$ cat src/rtl/vga_timing_if.sv
// rtl/vga_timing_if.sv - raster timing bundle from vga_timing to the bit generator and DAC
interface vga_timing_if;
  logic        pixelEn;
  logic [15:0] hCount;
  logic [15:0] vCount;
  logic        bright;
  logic        hSync;
  logic        vSync;
  logic        frameStart;
  logic        vblank;

  modport master (
    output pixelEn, hCount, vCount, bright, hSync, vSync, frameStart, vblank
  );

  modport slave (
    input pixelEn, hCount, vCount, bright, hSync, vSync, frameStart, vblank
  );
endinterface

$ cat src/rtl/vga_timing.sv
// rtl/vga_timing.sv - 640x480@60 raster timing generator with pixel-rate divider
module vga_timing #(
  parameter int CLK_DIV   = 2,
  parameter int H_VISIBLE = 640,
  parameter int H_FRONT   = 16,
  parameter int H_SYNC    = 96,
  parameter int H_BACK    = 48,
  parameter int V_VISIBLE = 480,
  parameter int V_FRONT   = 10,
  parameter int V_SYNC    = 2,
  parameter int V_BACK    = 33
) (
  input  logic         clk,
  input  logic         rst_n,
  vga_timing_if.master vga
);
  localparam int DIV_W = (CLK_DIV > 1) ? $clog2(CLK_DIV) : 1;
  localparam logic [DIV_W-1:0] DIV_LAST = DIV_W'(CLK_DIV - 1);

  localparam logic [15:0] H_LAST     = 16'(H_VISIBLE + H_FRONT + H_SYNC + H_BACK - 1);
  localparam logic [15:0] V_LAST     = 16'(V_VISIBLE + V_FRONT + V_SYNC + V_BACK - 1);
  localparam logic [15:0] H_VIS      = 16'(H_VISIBLE);
  localparam logic [15:0] H_SYNC_LO  = 16'(H_VISIBLE + H_FRONT);
  localparam logic [15:0] H_SYNC_HI  = 16'(H_VISIBLE + H_FRONT + H_SYNC);
  localparam logic [15:0] V_VIS      = 16'(V_VISIBLE);
  localparam logic [15:0] V_SYNC_LO  = 16'(V_VISIBLE + V_FRONT);
  localparam logic [15:0] V_SYNC_HI  = 16'(V_VISIBLE + V_FRONT + V_SYNC);

  typedef enum logic [1:0] {
    ST_ACTIVE,
    ST_FRONT,
    ST_SYNC,
    ST_BACK
  } vstate_t;

  vstate_t          vState;
  vstate_t          vStateNext;
  logic [DIV_W-1:0] divCount;
  logic [DIV_W-1:0] divNext;
  logic [15:0]      hNext;
  logic [15:0]      vNext;
  logic             lineEnd;

  // Everything registered below is decoded from the next-state counts so
  // hSync/bright/vSync line up with the hCount/vCount they describe.
  always_comb begin
    divNext    = (divCount == DIV_LAST) ? '0 : divCount + 1'b1;
    lineEnd    = vga.pixelEn && (vga.hCount == H_LAST);
    hNext      = vga.hCount;
    vNext      = vga.vCount;
    vStateNext = vState;
    if (vga.pixelEn) begin
      hNext = (vga.hCount == H_LAST) ? 16'd0 : vga.hCount + 16'd1;
    end
    if (lineEnd) begin
      vNext = (vga.vCount == V_LAST) ? 16'd0 : vga.vCount + 16'd1;
      case (vState)
        ST_ACTIVE: if (vNext == V_VIS)     vStateNext = ST_FRONT;
        ST_FRONT:  if (vNext == V_SYNC_LO) vStateNext = ST_SYNC;
        ST_SYNC:   if (vNext == V_SYNC_HI) vStateNext = ST_BACK;
        ST_BACK:   if (vNext == 16'd0)     vStateNext = ST_ACTIVE;
        default:                           vStateNext = ST_ACTIVE;
      endcase
    end
  end

  always_ff @(posedge clk or negedge rst_n) begin
    if (!rst_n) begin
      divCount       <= '0;
      vState         <= ST_ACTIVE;
      vga.pixelEn    <= 1'b0;
      vga.hCount     <= 16'd0;
      vga.vCount     <= 16'd0;
      vga.bright     <= 1'b0;
      vga.hSync      <= 1'b1;
      vga.vSync      <= 1'b1;
      vga.frameStart <= 1'b0;
      vga.vblank     <= 1'b0;
    end else begin
      divCount       <= divNext;
      vState         <= vStateNext;
      vga.pixelEn    <= (divCount == DIV_LAST);
      vga.hCount     <= hNext;
      vga.vCount     <= vNext;
      vga.bright     <= (hNext < H_VIS) && (vNext < V_VIS);
      vga.hSync      <= !((hNext >= H_SYNC_LO) && (hNext < H_SYNC_HI));
      vga.vSync      <= (vStateNext != ST_SYNC);
      vga.vblank     <= (vStateNext != ST_ACTIVE);
      vga.frameStart <= lineEnd && (vga.vCount == V_LAST);
    end
  end
endmodule
$ cat src/flat_wrapper.sv
// flat-port wrapper written by rule: the top's interface ports become plain ports
module vga_timing_flat 
#(
  parameter int CLK_DIV   = 2,
  parameter int H_VISIBLE = 640,
  parameter int H_FRONT   = 16,
  parameter int H_SYNC    = 96,
  parameter int H_BACK    = 48,
  parameter int V_VISIBLE = 480,
  parameter int V_FRONT   = 10,
  parameter int V_SYNC    = 2,
  parameter int V_BACK    = 33
)
  (clk, rst_n, vga_pixelEn, vga_hCount, vga_vCount, vga_bright, vga_hSync, vga_vSync, vga_frameStart, vga_vblank);
  vga_timing_if vga_i ();
  input  logic clk;
  input  logic rst_n;
  output wire logic [$bits(vga_i.pixelEn)-1:0] vga_pixelEn;
  output wire logic [$bits(vga_i.hCount)-1:0] vga_hCount;
  output wire logic [$bits(vga_i.vCount)-1:0] vga_vCount;
  output wire logic [$bits(vga_i.bright)-1:0] vga_bright;
  output wire logic [$bits(vga_i.hSync)-1:0] vga_hSync;
  output wire logic [$bits(vga_i.vSync)-1:0] vga_vSync;
  output wire logic [$bits(vga_i.frameStart)-1:0] vga_frameStart;
  output wire logic [$bits(vga_i.vblank)-1:0] vga_vblank;
  assign vga_pixelEn = vga_i.pixelEn;
  assign vga_hCount = vga_i.hCount;
  assign vga_vCount = vga_i.vCount;
  assign vga_bright = vga_i.bright;
  assign vga_hSync = vga_i.hSync;
  assign vga_vSync = vga_i.vSync;
  assign vga_frameStart = vga_i.frameStart;
  assign vga_vblank = vga_i.vblank;
  vga_timing #(.CLK_DIV(CLK_DIV), .H_VISIBLE(H_VISIBLE), .H_FRONT(H_FRONT), .H_SYNC(H_SYNC), .H_BACK(H_BACK), .V_VISIBLE(V_VISIBLE), .V_FRONT(V_FRONT), .V_SYNC(V_SYNC), .V_BACK(V_BACK)) u_core (.clk(clk), .rst_n(rst_n), .vga(vga_i));
endmodule
$ cat config.mk
export PLATFORM = sky130hd
export DESIGN_NAME = vga_timing_flat
export DESIGN_NICKNAME = d
export VERILOG_FILES = /design/src/rtl/vga_timing_if.sv /design/src/rtl/vga_timing.sv /design/src/flat_wrapper.sv
export SDC_FILE = /design/constraint.sdc
export NUM_CORES = 1
export LEC_CHECK = 0
export BUFFER_PORTS_ARGS = -buffer_cell sky130_fd_sc_hd__buf_4
export CAP_MARGIN = 10
export CORE_MARGIN = 3
export CORE_UTILIZATION = 60
export CTS_CLUSTER_DIAMETER = 150
export DETAILED_ROUTE_END_ITERATION = 16
export PLACE_DENSITY = 0.83
export SLEW_MARGIN = 20
export SYNTH_ARGS = -nofsm -noshare
export SYNTH_HDL_FRONTEND = slang
export SYNTH_SLANG_ARGS = --single-unit
$ cat constraint.sdc
create_clock -name clk -period 8.29 [get_ports clk]
set_clock_uncertainty 0.1 [all_clocks]
set_input_delay 2.0725 -clock clk [delete_from_list [all_inputs] [get_ports clk]]
set_output_delay 2.0725 -clock clk [all_outputs]
set_load 0.01 [all_outputs]
==> results by group, run 1 <==
Setup path
  – Levels on crit path: 1
  – Critical path arrival: 1220 ps
  – Worst path max stage delay: 700 ps
  – Element type at the critical path end: output pin
  – Kind of critical path: reg2out
  – Reg2Reg Setup Slack: 5000 ps
  – CP Capture Point: vga_vCount[5]
  – Critical Path Source Type: flop
  – CP startpoint: u_core.vga.vCount[5]$_DFF_PN0_
  – Critical Path RT: 6120 ps
  – Max Fanout on Critical Path: 18
  – R2r worst-path depth: 8
  – Crit-path slowest cell: dfrtp_1
  – CP bufs+invs: 1
  – Top delay family on crit path: flip-flops
  – RR Startpoint: u_core.vga.vCount[0]$_DFFE_PN0N_
  – Worst-path cell chain: buf_4
  – Critical R2R Capture: u_core.vga.vblank$_DFF_PN0_

Floorplan
  – Die outline width: 73.3 um
  – Die Span Y: 73.3 um
  – Core ar.: 0.00417 mm^2
  – Die area: 0.00537 mm^2
  – I/O pin cnt: 40
  – Site Rows: 23
  – Effective utilization at floorplan: 65.1%

Power
  – Overall power: 0.368 mW
  – PD cells: 119 mW/mm^2
  – P_leak: 1.35 nW
  – Peak VDD IR: 0.114 mV

Cells and area
  – Filler Cell Count: 324
  – Final #Nets: 350
  – N_diodes: 0
  – Seq. cell area: 0.00103 mm^2
  – Layout area overhead: 14.0%
  – Fraction of layout cells with a size suffix above 1: 16.8%
  – Area of the multi-input gates: 0.00154 mm^2

STA
  – Headroom to the max-slew limit: 59.3%
  – Period utilisation layout: 40.9%
  – Final count of pins violating max slew: 0
  – Crit path time final: 3390 ps
  – Final setup fails: 0
  – Worst Max-Slew Pin Slew: 604 ps
  – Hold WS: 286 ps
  – RSZ-0062 raised after global routing: false
  – Setup tns final: 0 ps
  – Fin. Hold Viols: 0
  – Max Freq: 295 MHz
  – Fin worst setup slack: 4900 ps

Yosys
  – Distinct cells, synth: 57
  – Cell with the most instances after synthesis: dfrtp_1
  – Mapped Nets: 325
  – EDFF count, synth: 0
  – Cell taking the most area after synthesis: dfrtp_1
  – Synth Instances: 319
  – YS warnings: 0
  – Post-synth top area share: 35.9%
  – Post-synth ARST share: 100%
  – Post-synth top cells: dfrtp_1 (39), nand2_1 (26), nor2_1 (24)
  – Syn Area/Cell: 8.51 um^2
  – Most used DFF post-synth: dfrtp_1
  – Mapped cell area: 0.00272 mm^2
  – Seq cells post-synth: 41
  – Leading post-synthesis cells by cell area: dfrtp_1 (36%), xnor2_1 (5.8%), nand2_1 (3.6%)
  – Seq/Total Area, Yosys: 37.9%

Clocking
  – CTS tree: built
  – Clock slew at reported path FFs: 80 ps
  – H-tree depth: 2
  – Cts bufs inserted: 5
  – # hold bufs at CTS: 0
  – Root buf cell: clkbuf_8
  – Skew-Pair Late Insertion Delay: 300 ps
  – CTS Buffer Depth: 2
  – CTS resizes: 0
  – CTS sink cnt: 41
  – Post-CTS setup repair buffer count: 0

Placement
  – Port bufs: 39
  – GPL Wtd Cong: 0.933
  – Dpl hpwl: 4.88 mm
  – DP Worst Slack: 5090 ps

GRT
  – GRT Residual Overflow: 0
  – Number of global-route vias before repair: 2311
  – First-pass GRT wire length: 11.3 mm
  – Largest net degree at the start of global routing: 42
  – Initial antenna violation count: 0
  – GRT Total Usage: 27.2%

Drt
  – Vias/cell: 6.51
  – DR WL/cell: 17.4 um
  – Routed vias: 2570
  – Routed Wire Length: 6.88 mm
  – Antenna Violating Nets Remaining: 0
  – Starting DRT DRC Count: 287
  – Pre-antenna DRT Iters: 5
  – DR DRC count: 0

Run
  – Maxcap violations: 0

Run status
  – Status: completed

Hold path
  – Hold path depth: 0
  – Hold Crit Class: reg2reg
-- layer usage --
layer	share of wire [%]	global-route usage, %	up-vias
li1	-	-	1217
met1	44	39.5	1201
met2	46	40.7	138
met3	8.0	4.38	14
met4	1.8	10.0	0
met5	0	0	-
-- flip-flops by register name (all words and copies together), names as in the netlist --
| signal | cells |
|---|---|
| u_core.vState | 2 |
| u_core.vga.vSync | 1 |
| u_core.divCount | 1 |
| u_core.vga.hSync | 1 |
| u_core.vga.vCount | 16 |
| u_core.vga.frameStart | 1 |
| u_core.vga.pixelEn | 1 |
| u_core.vga.bright | 1 |
| u_core.vga.vblank | 1 |
| u_core.vga.hCount | 16 |
-- through the flow --
| stage | instance area [um^2] | cells | util [%] |
|---|---|---|---|
| 4_1_cts | 3100 | 395 | 74.2 |
| 6_report | 3100 | 395 | 74.2 |
| 3_3_place_gp | 2980 | 387 | 71.4 |
| 5_1_grt | 3100 | 395 | 74.2 |
| 2_1_floorplan | 2720 | 319 | - |
| 3_5_place_dp | 2980 | 387 | 71.4 |
-- cells in the final DEF, fill, tap and decap left out, drive strengths merged, types with 3 or more instances in the layout --
master,netlist,layout
nor3,14,14
nor4,13,13
o21ai,16,16
nor4bb,3,3
nor3b,4,4
ha,4,4
a21oi,6,6
and2,4,4
nand2b,3,3
nand3,18,18
o211ai,4,4
and3,10,10
xnor2,18,18
nand2,26,26
dfrtp,39,39
o31ai,5,5
nor2,24,24
clkbuf,15,5
or2,4,4
buf,6,39
inv,15,15
nand4,13,13
and4,4,4
or3,5,5
xor2,8,8
a21o,3,3
-- cell families after synthesis --
kind of cell	Yosys count	share of synthesized area [%]
muxes	1	0.369
adders and majority gates	4	1.84
xor gates and xnor gates	26	8.39
and+or+nand+nor	153	31.4
DFF	41	37.9
buffers and inverters	36	5.39
AOI/OAI and AO/OA	58	14.7
-- layout make-up --
cell class | instances | share of cell area [%]
flip-flops and latches | 41 | 33.2
repair buffers | 39 | 9.46
multi-input cells | 242 | 49.8
well taps | 50 | 2.02
clock inverters | 3 | 1.50
clock buffers | 5 | 2.22
inverters | 15 | 1.82
-- how the worst min path moves through the flow --
stage          slack (ps)                            to                 startpoint
2_1_floorplan         250  u_core.vga.pixelEn$_DFF_PN0_  u_core.divCount$_DFF_PN0_
3_3_place_gp          260  u_core.vga.pixelEn$_DFF_PN0_  u_core.divCount$_DFF_PN0_
3_5_place_dp          270  u_core.vga.pixelEn$_DFF_PN0_  u_core.divCount$_DFF_PN0_
4_1_cts               290  u_core.vga.pixelEn$_DFF_PN0_  u_core.divCount$_DFF_PN0_
5_1_grt               300  u_core.vga.pixelEn$_DFF_PN0_  u_core.divCount$_DFF_PN0_
6_report              290  u_core.vga.pixelEn$_DFF_PN0_  u_core.divCount$_DFF_PN0_
-- power breakdown --
group	switching, mW	internal [mW]
Combinational	0.00364	0.000315
Clock	0.0742	0.0901
Sequential	0	0.200
No activity file was read; power rests on OpenSTA's default activity.
==> inputs of run 2 (changes only) <==
--- a/config.mk
+++ b/config.mk
@@ -5,13 +5,14 @@
 export SDC_FILE = /design/constraint.sdc
 export NUM_CORES = 1
 export LEC_CHECK = 0
+export ABC_AREA = 1
 export BUFFER_PORTS_ARGS = -buffer_cell sky130_fd_sc_hd__buf_4
 export CAP_MARGIN = 10
 export CORE_MARGIN = 3
-export CORE_UTILIZATION = 60
+export CORE_UTILIZATION = 52
 export CTS_CLUSTER_DIAMETER = 150
 export DETAILED_ROUTE_END_ITERATION = 16
-export PLACE_DENSITY = 0.83
+export PLACE_DENSITY = 0.77
 export SLEW_MARGIN = 20
 export SYNTH_ARGS = -nofsm -noshare
 export SYNTH_HDL_FRONTEND = slang
==> constraint.sdc (replaced) <==
create_clock -name clk -period 2.98 [get_ports clk]
set_clock_uncertainty 0.1 [all_clocks]
set_input_delay 0.745 -clock clk [delete_from_list [all_inputs] [get_ports clk]]
set_output_delay 0.745 -clock clk [all_outputs]
set_load 0.01 [all_outputs]
==> results by group, run 2 <==
Clocking
  – Clock slew at reported path FFs: 80 ps (about the same)
  – CTS Buffer Depth: 2 (unchanged)
  – Cts bufs inserted: 5 (unchanged)
  – CTS resizes: 0 (unchanged)
  – CTS sink cnt: 41 (unchanged)
  – CTS tree: built (unchanged)
  – H-tree depth: 2 (unchanged)
  – Post-CTS setup repair buffer count: 0 (unchanged)
  – Skew-Pair Late Insertion Delay: 290 ps (was 300 ps)
  – Root buf cell: clkbuf_8 (unchanged)
  – # hold bufs at CTS: 0 (unchanged)

Setup path
  – Worst path max stage delay: 410 ps (was 700 ps)
  – R2r worst-path depth: 12 (was 8)
  – Critical R2R Capture: u_core.vga.bright$_DFF_PN0_ (was u_core.vga.vblank$_DFF_PN0_)
  – CP startpoint: u_core.vga.hCount[0]$_DFF_PN0_ (was u_core.vga.vCount[5]$_DFF_PN0_)
  – Crit-path slowest cell: dfrtp_1 (unchanged)
  – Kind of critical path: reg2reg (was reg2out)
  – Reg2Reg Setup Slack: 740 ps (was 5000 ps)
  – CP bufs+invs: 1 (unchanged)
  – Most used cell, CP: nor2_1
  – RR Startpoint: u_core.vga.hCount[0]$_DFF_PN0_ (was u_core.vga.vCount[0]$_DFFE_PN0N_)
  – Element type at the critical path end: flop (was output pin)
  – Critical Path RT: 3110 ps (was 6120 ps)
  – Critical path arrival: 2360 ps (was 1220 ps)
  – Worst-path cell chain: ha_1, nand3_2, nor2_1, nand3_2, buf_4, nand2_1, o21ai_1, nor2_1, nand2_1, nor2_1, nand3_1, nor2_1 (was buf_4)
  – Max Fanout on Critical Path: 24 (was 18)
  – CP Capture Point: u_core.vga.bright$_DFF_PN0_ (was vga_vCount[5])
  – Critical Path Source Type: flop (unchanged)
  – Top delay family on crit path: simple AND/OR/NAND/NOR gates (was flip-flops)
  – Levels on crit path: 12 (was 1)

Yosys
  – Mapped cell area: 0.00271 mm^2 (was 0.00272 mm^2)
  – Seq/Total Area, Yosys: 38.0% (was 37.9%)
  – Seq cells post-synth: 41 (unchanged)
  – Post-synth top area share: 36.0% (was 35.9%)
  – Cell taking the most area after synthesis: dfrtp_1 (unchanged)
  – Synth Instances: 379 (was 319)
  – EDFF count, synth: 0 (unchanged)
  – Cell with the most instances after synthesis: nand2_1 (was dfrtp_1)
  – Mapped Nets: 385 (was 325)
  – Most used DFF post-synth: dfrtp_1 (unchanged)
  – Post-synth top cells: nand2_1 (100), inv_1 (51), nor2_1 (46) (was dfrtp_1 (39), nand2_1 (26), nor2_1 (24))
  – Syn Area/Cell: 7.14 um^2 (was 8.51 um^2)
  – Post-synth ARST share: 100% (unchanged)
  – YS warnings: 0 (unchanged)
  – Leading post-synthesis cells by cell area: dfrtp_1 (36%), nand2_1 (14%), inv_1 (7.1%) (was dfrtp_1 (36%), xnor2_1 (5.8%), nand2_1 (3.6%))
  – Distinct cells, synth: 31 (was 57)

Floorplan
  – I/O pin cnt: 40 (unchanged)
  – Core ar.: 0.00488 mm^2 (was 0.00417 mm^2)
  – Site Rows: 25 (was 23)
  – Die outline width: 78.2 um (was 73.3 um)
  – Die Span Y: 78.2 um (was 73.3 um)
  – Die area: 0.00611 mm^2 (was 0.00537 mm^2)
  – Effective utilization at floorplan: 55.5% (was 65.1%)

STA
  – Headroom to the max-slew limit: 64.9% (was 59.3%)
  – Final setup fails: 0 (unchanged)
  – Max Freq: 447 MHz
  – Setup tns final: 0 ps (unchanged)
  – Fin. Hold Viols: 0 (unchanged)
  – Final count of pins violating max slew: 0 (unchanged)
  – Crit path time final: 2240 ps
  – RSZ-0062 raised after global routing: false (unchanged)
  – Period utilisation layout: 75.1%
  – Worst Max-Slew Pin Slew: 527 ps (was 604 ps)
  – Fin worst setup slack: 743 ps (was 4900 ps)

Hold path
  – Hold path depth: 0 (unchanged)
  – Hold Crit Class: reg2reg (unchanged)

Placement
  – GPL Wtd Cong: 0.917 (was 0.933)
  – Port bufs: 39 (unchanged)
  – Dpl hpwl: 4.73 mm (was 4.88 mm)
  – DP Worst Slack: 752 ps (was 5090 ps)

Drt
  – Routed Wire Length: 6.27 mm (was 6.88 mm)
  – Pre-antenna DRT Iters: 4 (was 5)
  – Antenna Violating Nets Remaining: 0 (unchanged)
  – Routed vias: 2492 (was 2570)
  – Starting DRT DRC Count: 178 (was 287)
  – DR WL/cell: 12.9 um (was 17.4 um)
  – Vias/cell: 5.13 (was 6.51)
  – DR DRC count: 0 (unchanged)

Cells and area
  – Fraction of layout cells with a size suffix above 1: 21.5% (was 16.8%)
  – Fin util: 64.4% (was 74.2%)
  – Area of the multi-input gates: 0.00140 mm^2 (was 0.00154 mm^2)
  – Final #Nets: 424 (was 350)
  – N_diodes: 0 (unchanged)
  – Commonest non-fill, non-tap cell in the layout: nand2_1
  – Filler Cell Count: 452 (was 324)
  – Layout area overhead: 16.1% (was 14.0%)
  – Most frequent cells in the layout: nand2_1 (100), inv_1 (51), nor2_1 (46) (was buf_4 (39), dfrtp_1 (39), nand2_1 (26))
  – Seq. cell area: 0.00103 mm^2 (unchanged)
  – Biggest regs: u_core.vga.hCount: 16 flops, u_core.vga.vCount: 16 flops, u_core.vState: 2 flops (unchanged)

Run
  – Maxcap violations: 0 (unchanged)

GRT
  – First-pass GRT wire length: 11.1 mm (was 11.3 mm)
  – Number of global-route vias before repair: 2380 (was 2311)
  – Initial antenna violation count: 0 (unchanged)
  – GRT Total Usage: 22.7% (was 27.2%)
  – GRT Residual Overflow: 0 (unchanged)
  – Largest net degree at the start of global routing: 42 (unchanged)

Power
  – P_leak: 1.60 nW (was 1.35 nW)
  – Peak VDD IR: 0.331 mV (was 0.114 mV)
  – PD cells: 329 mW/mm^2 (was 119 mW/mm^2)

Run status
  – Status: completed (unchanged)
==> run 2: routing by layer <==
metal  global-route usage [%]  part of all wire, %
met1                     32.0                   47
met2                     35.5                   44
met3                     4.36                  7.3
met4                     6.47                 0.85
met5                        0                    0
==> run 2: worst min-delay path by stage <==
stage,to,startpoint
2_1_floorplan,u_core.vga.pixelEn$_DFF_PN0_,u_core.divCount$_DFF_PN0_
3_3_place_gp,u_core.vga.pixelEn$_DFF_PN0_,u_core.divCount$_DFF_PN0_
3_5_place_dp,u_core.vga.pixelEn$_DFF_PN0_,u_core.divCount$_DFF_PN0_
4_1_cts,u_core.vga.pixelEn$_DFF_PN0_,u_core.divCount$_DFF_PN0_
5_1_grt,u_core.vga.pixelEn$_DFF_PN0_,u_core.divCount$_DFF_PN0_
6_report,u_core.vga.pixelEn$_DFF_PN0_,u_core.divCount$_DFF_PN0_
==> run 2: kinds of logic after synthesis <==
family                     after synthesis  synth area share [%]
and+or+nand+nor                        228                  40.5
xor gates and xnor gates                 8                  2.59
AOI/OAI and AO/OA                       34                  6.89
adders and majority gates                4                  1.85
buffers and inverters                   64                  10.2
DFF                                     41                  38.0
==> run 2: area by class of cell <==
cell class                      instances  share of cell area [%]
Tap cell                               67                    2.67
Inverter                               56                    6.73
Clock buffer                            7                    2.75
Timing Repair Buffer                   40                    9.55
Multi-Input combinational cell        274                    44.6
Clock inverter                          1                   0.955
Sequential cell                        41                    32.7
==> run 2: worst reg2reg max path: stages (launching register included) <==
cell and delay (ps):
dfrtp_1 410, ha_1 210, nand3_2 120, nor2_1 180, nand3_2 200, buf_4 280, nand2_1 80, o21ai_1 70
nor2_1 140, nand2_1 60, nor2_1 140, nand3_1 90, nor2_1 80
==> run 2: power breakdown <==
| part | internal, mW | switching [mW] |
|---|---|---|
| logic | 0.000873 | 0.0105 |
| registers | 0.556 | 0 |
| clock network | 0.273 | 0.195 |
==> run 2: per-stage QoR <==
stage / instance area, um^2 / total power, mW / hold slack (ps) / std cells
3_5_place_dp: 3030 / 0.579 / 276 / 478
3_3_place_gp: 3030 / 0.579 / 264 / 478
2_1_floorplan: 2710 / 0.567 / 254 / 379
5_1_grt: 3140 / 1.07 / 316 / 486
6_report: 3140 / 1.04 / 294 / 486
4_1_cts: 3140 / 1.05 / 294 / 486
==> inputs of run 3 (changes only) <==
==> constraint.sdc (replaced) <==
create_clock -name clk -period 1.8 [get_ports clk]
set_clock_uncertainty 0.1 [all_clocks]
set_input_delay 0.45 -clock clk [delete_from_list [all_inputs] [get_ports clk]]
set_output_delay 0.45 -clock clk [all_outputs]
set_load 0.01 [all_outputs]
==> results by group, run 3 (synthesis results as in run 2) <==
Placement
  – Port bufs: 39 (unchanged)
  – GPL Wtd Cong: 0.950 (was 0.917)
  – Post-Place Cell Area: 0.00368 mm^2 (was 0.00303 mm^2)
  – Dpl hpwl: 5.80 mm (was 4.73 mm)
  – DP Worst Slack: -222 ps (was 752 ps)

Floorplan
  – I/O pin cnt: 40 (unchanged)
  – Effective utilization at floorplan: 55.5% (unchanged)
  – Die Span Y: 78.2 um (unchanged)
  – Site Rows: 25 (unchanged)
  – Core ar.: 0.00488 mm^2 (unchanged)
  – Die area: 0.00611 mm^2 (unchanged)
  – Die outline width: 78.2 um (unchanged)

Clocking
  – CTS Buffer Depth: 2 (unchanged)
  – Clock slew at reported path FFs: 90 ps (was 80 ps)
  – Root buf cell: clkbuf_8 (unchanged)
  – CTS tree: built (unchanged)
  – CTS sink cnt: 41 (unchanged)
  – Cts bufs inserted: 5 (unchanged)
  – Skew-Pair Late Insertion Delay: 300 ps (was 290 ps)
  – H-tree depth: 2 (unchanged)

Cells and area
  – Layout area overhead: 57.6% (was 16.1%)
  – Fraction of layout cells with a size suffix above 1: 48.9% (was 21.5%)
  – Biggest regs: u_core.vga.hCount: 16 flops, u_core.vga.vCount: 16 flops, u_core.vState: 2 flops (unchanged)
  – Most frequent cells in the layout: buf_4 (131), nand2_1 (82), inv_1 (47) (was nand2_1 (100), inv_1 (51), nor2_1 (46))
  – Fin util: 87.4% (was 64.4%)
  – Final instance area: 0.00427 mm^2 (was 0.00314 mm^2)
  – Commonest non-fill, non-tap cell in the layout: buf_4 (was nand2_1)
  – Final #Nets: 524 (was 424)
  – N_diodes: 0 (unchanged)

Drt
  – Antenna Violating Nets Remaining: 0 (unchanged)
  – Routed Wire Length: 9.44 mm (was 6.27 mm)
  – Routed vias: 3254 (was 2492)
  – Routed metal-1 wirelength: 3.88 mm (was 2.97 mm)
  – Pre-antenna DRT Iters: 5 (was 4)
  – Vias/cell: 5.55 (was 5.13)
  – DR WL/cell: 16.1 um (was 12.9 um)
  – Met2 wire len: 4.47 mm (was 2.78 mm)
  – Wire length on met3: 746 um (was 457 um)
  – Top Metal Used: met4 (unchanged)
  – Starting DRT DRC Count: 358 (was 178)
  – DR DRC count: 0 (unchanged)

STA
  – Max Freq: 468 MHz (was 447 MHz)
  – Final count of pins violating max slew: 0 (unchanged)
  – Fin. Hold Viols: 0 (unchanged)
  – Period utilisation layout: 119% (was 75.1%)
  – Hold WS: 16.7 ps (was 294 ps)
  – RSZ-0062 raised after global routing: true (was false)
  – Setup tns final: -1700 ps (was 0 ps)
  – Headroom to the max-slew limit: 64.3% (was 64.9%)
  – Final setup fails: 10 (was 0)
  – Fin worst setup slack: -338 ps (was 743 ps)
  – Crit path time final: 2140 ps (was 2240 ps)
  – Worst Max-Slew Pin Slew: 536 ps (was 527 ps)

Setup path
  – Critical R2R Capture: u_core.vga.bright$_DFF_PN0_ (unchanged)
  – CP startpoint: u_core.vga.vCount[0]$_DFFE_PN0N_ (was u_core.vga.hCount[0]$_DFF_PN0_)
  – R2r worst-path depth: 13 (was 12)
  – Critical Path RT: 1930 ps (was 3110 ps)
  – Reg2Reg Setup Slack: -340 ps (was 740 ps)
  – Max Fanout on Critical Path: 6 (was 24)
  – Kind of critical path: reg2reg (unchanged)
  – Critical Path Source Type: flop (unchanged)
  – Critical path arrival: 2270 ps (was 2360 ps)
  – RR Startpoint: u_core.vga.vCount[0]$_DFFE_PN0N_ (was u_core.vga.hCount[0]$_DFF_PN0_)
  – Element type at the critical path end: flop (unchanged)

GRT
  – Number of global-route vias before repair: 2908 (was 2380)
  – Initial antenna violation count: 0 (unchanged)
  – GRT Total Usage: 28.2% (was 22.7%)
  – Largest net degree at the start of global routing: 42 (unchanged)
  – GRT Residual Overflow: 0 (unchanged)
  – First-pass GRT wire length: 13.6 mm (was 11.1 mm)

Run
  – Maxcap violations: 0 (unchanged)

Power
  – Seq pwr share: 53.3% (was 53.7%)
  – Combinational share of power: 1.1% (about the same)
  – Net switching power: 0.352 mW (was 0.206 mW)
  – Internal power: 1.37 mW (was 0.830 mW)
  – Sw frac: 20.4% (was 19.8%)
  – Clock group share of total power: 45.6% (was 45.2%)
  – P_leak: 2.14 nW (was 1.60 nW)
  – PD cells: 405 mW/mm^2 (was 329 mW/mm^2)
  – Peak VDD IR: 0.464 mV (was 0.331 mV)

Hold path
  – Hold Crit Class: in2async (was reg2reg)

Run status
  – Failing checks: negative setup slack
  – Status: finished, violations left (was completed)
[run 3: area by class of cell]
cell class	count	area [um^2]
clock buffers	7	86.3
clock inverters	1	30.0
fillers	250	613
inverters	56	216
multi-input cells	276	1750
flip-flops and latches	41	1040
well taps	67	83.8
repair buffers	138	1060
[run 3: worst max path at each step]
stage / end / slack, ps
floorplan: u_core.vga.vblank$_DFF_PN0_ / -20
global placement: u_core.vga.vblank$_DFF_PN0_ / -210
detailed placement: u_core.vga.vblank$_DFF_PN0_ / -220
CTS: u_core.vga.vblank$_DFF_PN0_ / -210
global route: u_core.vga.bright$_DFF_PN0_ / -420
finish: u_core.vga.bright$_DFF_PN0_ / -340
[run 3: what timing repair did]
item | in CTS | in global routing
buffers inserted | 12 | 9
setup endpoints to repair | 7 | 17
hold buffers | 0 | 0
hold endpoints to repair | 0 | 0
pin swaps | 33 | 30
gates cloned | 2 | 0
gates resized for setup | 43 | 36
[run 3: power by group through the flow]
stage               Sequential, mW  Clock [mW]  Combinational (mW)
CTS                          0.920       0.799              0.0201
global placement             0.939           0              0.0201
detailed placement           0.939           0              0.0200
global route                 0.920       0.844              0.0222
finish                       0.920       0.787              0.0192
floorplan                    0.939           0         0.000000831
[run 3: layer usage]
| metal | up-vias | global-route usage [%] |
|---|---|---|
| li1 | 1475 | - |
| met1 | 1533 | 36.5 |
| met2 | 195 | 46.3 |
| met3 | 51 | 5.50 |
| met4 | 0 | 11.0 |
| met5 | - | 0 |
[run 3: worst max-delay path: stages (launching register included)]
cell and delay [ps]:
dfrtp_2 440, buf_6 130, nand2_4 40, nor2_4 240, buf_6 150, nand4_1 130
nand3_4 150, buf_6 100, nand2_1 50, o21ai_1 90, inv_1 90, nor3_2 150
nand3_1 100, nor2_1 120
[run 3: metrics by stage]
| step | std cells | total power [mW] |
|---|---|---|
| 6_report | 586 | 1.73 |
| 5_1_grt | 586 | 1.79 |
| 4_1_cts | 577 | 1.74 |
| 3_5_place_dp | 555 | 0.959 |
| 3_3_place_gp | 555 | 0.959 |
| 2_1_floorplan | 379 | 0.939 |
